<file path="src/rtl/line_burst_adaptor.sv">
// Converts one cache-line read/write-back request into a burst of s_burst-bit beats on the
// memory port, assembling read beats into line_o. LINE_ADAPTOR_PERF_EN adds perf counters.
module line_burst_adaptor #(
  parameter int s_offset = 5,
  parameter int s_line   = 8 * 2**s_offset,
  parameter int s_burst  = 64,
  parameter int n_beats  = s_line / s_burst
) (
  input  logic               clk,
  input  logic               rst,
  input  logic [31:0]        address_i,
  input  logic               read_i,
  input  logic               write_i,
  input  logic [s_line-1:0]  line_i,
  output logic [s_line-1:0]  line_o,
  output logic               resp_o,
  output logic [31:0]        address_o,
  output logic               read_o,
  output logic               write_o,
  output logic [s_burst-1:0] burst_o,
  input  logic [s_burst-1:0] burst_i,
  input  logic               resp_i
`ifdef LINE_ADAPTOR_PERF_EN
  ,
  output logic [31:0]        perf_rd_lines_o,
  output logic [31:0]        perf_wr_lines_o,
  output logic [31:0]        perf_wait_o
`endif
);

  localparam int CW = (n_beats > 2) ? $clog2(n_beats) : 1;

  typedef enum logic [1:0] {
    IDLE  = 2'd0,
    READ  = 2'd1,
    WRITE = 2'd2,
    DONE  = 2'd3
  } state_t;

  state_t              state_q, state_d;
  logic [CW-1:0]       count_q, count_d;
  logic [s_line-1:0]   line_q, line_d;
  logic                is_wr_q, is_wr_d;
  logic [31:0]         addr_aligned;
  logic                last_beat;
  logic                unused_addr_lsbs;

  assign addr_aligned     = {address_i[31:s_offset], {s_offset{1'b0}}};
  assign unused_addr_lsbs = ^address_i[s_offset-1:0];
  assign last_beat        = (count_q == CW'(n_beats - 1));
  assign line_o           = line_q;

  always_ff @(posedge clk or posedge rst) begin
    if (rst) begin
      state_q <= IDLE;
      count_q <= '0;
      line_q  <= '0;
      is_wr_q <= 1'b0;
    end else begin
      state_q <= state_d;
      count_q <= count_d;
      line_q  <= line_d;
      is_wr_q <= is_wr_d;
    end
  end

  always_comb begin
    state_d   = state_q;
    count_d   = count_q;
    line_d    = line_q;
    is_wr_d   = is_wr_q;
    read_o    = 1'b0;
    write_o   = 1'b0;
    resp_o    = 1'b0;
    burst_o   = '0;
    address_o = '0;
    case (state_q)
      IDLE: begin
        // Write-back takes priority so a dirty victim leaves before the refill.
        if (write_i) begin
          state_d = WRITE;
          count_d = '0;
          is_wr_d = 1'b1;
        end else if (read_i) begin
          state_d = READ;
          count_d = '0;
          is_wr_d = 1'b0;
        end
      end
      READ: begin
        read_o    = 1'b1;
        address_o = addr_aligned;
        if (resp_i) begin
          line_d[count_q*s_burst +: s_burst] = burst_i;
          if (last_beat) state_d = DONE;
          else           count_d = count_q + 1'b1;
        end
      end
      WRITE: begin
        write_o   = 1'b1;
        address_o = addr_aligned;
        burst_o   = line_i[count_q*s_burst +: s_burst];
        if (resp_i) begin
          if (last_beat) state_d = DONE;
          else           count_d = count_q + 1'b1;
        end
      end
      DONE: begin
        resp_o    = 1'b1;
        address_o = addr_aligned;
        state_d   = IDLE;
      end
      default: state_d = IDLE;
    endcase
  end

`ifdef LINE_ADAPTOR_PERF_EN
  logic [31:0] perf_rd_q, perf_wr_q, perf_wait_q;

  always_ff @(posedge clk or posedge rst) begin
    if (rst) begin
      perf_rd_q   <= '0;
      perf_wr_q   <= '0;
      perf_wait_q <= '0;
    end else begin
      if (state_q == DONE && !is_wr_q) perf_rd_q <= perf_rd_q + 32'd1;
      if (state_q == DONE &&  is_wr_q) perf_wr_q <= perf_wr_q + 32'd1;
      if ((state_q == READ || state_q == WRITE) && !resp_i)
        perf_wait_q <= perf_wait_q + 32'd1;
    end
  end

  assign perf_rd_lines_o = perf_rd_q;
  assign perf_wr_lines_o = perf_wr_q;
  assign perf_wait_o     = perf_wait_q;
`endif

endmodule

</file>
<file path="config.mk">
export PLATFORM = sky130hd
export DESIGN_NAME = line_burst_adaptor
export DESIGN_NICKNAME = d
export VERILOG_FILES = /design/src/rtl/line_burst_adaptor.sv
export SDC_FILE = /design/constraint.sdc
export NUM_CORES = 1
export LEC_CHECK = 0
export CAP_MARGIN = 20
export CORE_AREA = 10 10 267 269
export DETAILED_ROUTE_END_ITERATION = 16
export DIE_AREA = 0 0 277 279
export PLACE_DENSITY_LB_ADDON = 0.3
export SLEW_MARGIN = 20
export SYNTH_ARGS = -nofsm -noshare
export SYNTH_HDL_FRONTEND = slang
export SYNTH_SLANG_ARGS = --single-unit
</file>
<file path="constraint.sdc">
create_clock -name clk -period 23.4 [get_ports clk]
set_clock_uncertainty 0.2 [all_clocks]
set_input_delay 3.51 -clock clk [delete_from_list [all_inputs] [get_ports clk]]
set_output_delay 3.51 -clock clk [all_outputs]
set_load 0.01 [all_outputs]
</file>
==> impl_metrics.ini <==
[status]
status = finished clean

[finish]
stdcell_area_um2 = 20600
seq_area_um2 = 6510
post_layout_nonfiller_instances = 2368
nets = 1840
syn2layout_area_growth_pct = 76.8
drive_above_1_share_pct = 10.2
n_fill_cell = 6550
multiInputGateArea_um2 = 4700

[cts]
cts_buffers = 30
cts_sinks = 260
cts_setup_buffers = 0
clockBufferDepth = 3
cts-root-buf = clkbuf_16
htree_levels = 1
clk_latency_ns = 0.56
cts_resized = 0
clk_pin_slew_ns = 0.06
ctsHoldBuffers = 0
cts_tree = built

[logic_synthesis]
seq_area_frac_synth_pct = 55.9
synth.distinct_cells = 31
synth_top_area_cell = dfrtp_1
synth_top_family_by_area = compound AO/OA/AOI/OAI gates
yosys-mux-area-fraction_pct = 12.7
yosys.area_share.adder_pct = 0.968
synth_edf_count = 0
async_flop_share_pct = 100
yosys-top-cells-area = dfrtp_1 (56%), a22o_1 (19%), mux4_2 (12%), and2_1 (3.4%), buf_6 (1.8%)
yosys.area_share.xor_xnor_pct = 0
syn_area_per_cell_um2 = 14.5
synth.cell_area_um2 = 11600
synth_cells = 801
ys_ff_latch = 260
synth_top_area_share_pct = 55.9
synthSimpleGateAreaFrac_pct = 6.59
ys_warn_count = 0
synth_compound_gate_area_share_pct = 19.4
ys.flop_type = dfrtp_1

[sta]
finalMaxSlewViolations = 0
fmax_mhz = 112
setup_viol = 0
hold_ws_ns = 0.302
timing.final.crit_share_pct = 38.1
finalHoldViolations = 0
tns_ns = 0
rsz0062_at_grt = no
tightestPinTransition_ns = 1.10
finalCriticalPeriod_ns = 8.93
slew_headroom_pct = 26.6

[global_routing]
grt_pass1_vias = 11300
grt_overflow = 0
grt_usage_pct = 16.0
grt_max_degree = 116
grt_pass1_wl_mm = 91.9
antenna_found_initial = 16

[critical_path]
start_kind = input port
cpMaxStageDelayCell = clkdlybuf4s50_1
cp_num_buf_inv = 2
end_kind = output port
crit_path_frequent_cell = clkdlybuf4s50_1
crit_chain = clkdlybuf4s50_1 > mux4_2 > and2_1 > clkdlybuf4s50_1
cp.required_ns = 19.69
crit_arrival_ns = 5.22
critPathMaxFanout = 1
crit_family = buffers and inverters
max_stage_delay_ns = 0.58
crit_type = in2out

[placement]
dp.cells = 2306
gp_congestion = 0.876
port_buffers = 701
hpwlAfterDp_mm = 49.6
place_area_um2 = 19500

[power_and_ir_drop]
combPwrFrac_pct = 46.1
switching_power_mw = 0.717
total_power_mw = 2.15
p_leak_nw = 8.44
netSwitchingFraction_pct = 33.3
power_density_nw_per_um2 = 105
pwr-share-seq_pct = 30.7
vdd_drop_max_uv = 58.1
power_frac_clock_pct = 23.2
internal-power_mw = 1.43

[detailed_routing]
vias_per_cell = 4.38
drc_errors = 0
drt-pass1-iter-count = 4
routed_wirelength_mm = 65.0
antenna_left = 0
vias = 10400
post_drt_wl_per_cell_um = 27.4
drt_iter0_drc = 565

[floorplanning]
start_util_pct = 17.7
rows = 94
top_level_ports = 712
die_width_um = 277
die_y_um = 279
coreArea_um2 = 65600
dieArea_um2 = 77300

[job]
cap_violations = 0

[worst_hold_path]
hold_class = reg2reg
[layout make-up]
class	count	share of cell area (%)
Timing Repair Buffer	720	34.8
Sequential cell	260	31.7
Multi-Input combinational cell	457	22.9
Tap cell	864	5.26
Clock buffer	37	3.97
Clock inverter	19	1.23
Inverter	5	0.128
Antenna cell	6	0.0730
[worst paths after layout]
| path | slack, ns | start | cells past startpoint | endpoint |
|---|---|---|---|---|
| setup / recovery | 14.47 | line_i[183] | 4 | burst_o[55] |
| hold / removal | 0.30 | line_o[189]$_DFFE_PP0P_ | 1 | line_o[189]$_DFFE_PP0P_ |
| setup reg to reg | 20.02 | count_q[1]$_DFFE_PP0P_ | 8 | line_o[78]$_DFFE_PP0P_ |
| hold reg to reg | 0.30 | line_o[189]$_DFFE_PP0P_ | 1 | line_o[189]$_DFFE_PP0P_ |
| max in group asynchronous | 18.29 | rst | 3 | count_q[0]$_DFFE_PP0P_ |
| min in group asynchronous | 3.29 | rst | 2 | line_o[7]$_DFFE_PP0P_ |
[registers in the layout, indices dropped and copies added (netlist names)]
name,flops
state_q,2
count_q,2
line_o,256
[per-stage QoR]
stage               setup WS [ns]  util, %
global placement            14.46     29.7
finish                      14.47     31.3
CTS                         14.47     31.3
global route                14.45     31.3
detailed placement          14.46     29.7
floorplan                   12.53        -
[cell usage in the layout, fill, tap and decap left out, drive strengths merged]
cell,n
nor4b,1
clkinvlp,4
buf,19
or3,1
nand2b,2
clkdlybuf4s50,701
ha,9
diode,6
or4b,1
o21ai,2
nand2,2
nor4,2
inv,6
nor3,2
a21oi,2
mux4,64
nor3b,2
nand3,8
clkinv,10
dfrtp,260
nor2,2
nor2b,27
clkbuf,37
a22o,256
conb,5
nand4b,1
bufinv,4
nand4,1
mux2i,2
mux2,1
and2,64
[per-layer routing]
metal / vias to the layer above / wire (um) / GRT usage, %
met2: 507 / 32800 / 27.9
met3: 81 / 6060 / 6.31
met1: 5316 / 24600 / 17.9
met5: - / 100 / 0
met4: 14 / 1360 / 3.90
li1: 4464 / - / -
[Yosys cell counts (4+ instances only)]
cell type  count
ha_1           9
dfrtp_1      260
and2_1        64
buf_4          5
buf_2         16
inv_1          4
a22o_1       256
nor2b_1       27
buf_1          4
clkbuf_1      39
nand3_1        8
mux4_2        64
buf_6         19
[power by group through the flow]
stage	Clock (mW)	Combinational (mW)	Sequential [mW]
floorplan	0	0.392	0.702
global placement	0	1.01	0.659
detailed placement	0	1.01	0.661
CTS	0.510	1.01	0.660
global route	0.533	1.05	0.677
finish	0.499	0.992	0.659
[worst reg2reg max path, stage by stage, from the launching register on]
cell and delay, ns:
dfrtp_2 0.33, buf_4 0.70, inv_1 0.21, ha_1 0.28, nand3_4 0.07, buf_4 0.81
nor4_4 0.10, buf_4 0.31, a22o_1 0.27
[cells by family (layout without fill, tap and decap cells)]
logic type	after synthesis	count (layout)
compound gates	260	260
fa+ha+maj	9	9
buf+inv	88	781
flops	260	260
mux	67	67
other cells	1	11
simple gates	116	116
No activity file was read; power rests on OpenSTA's default activity.
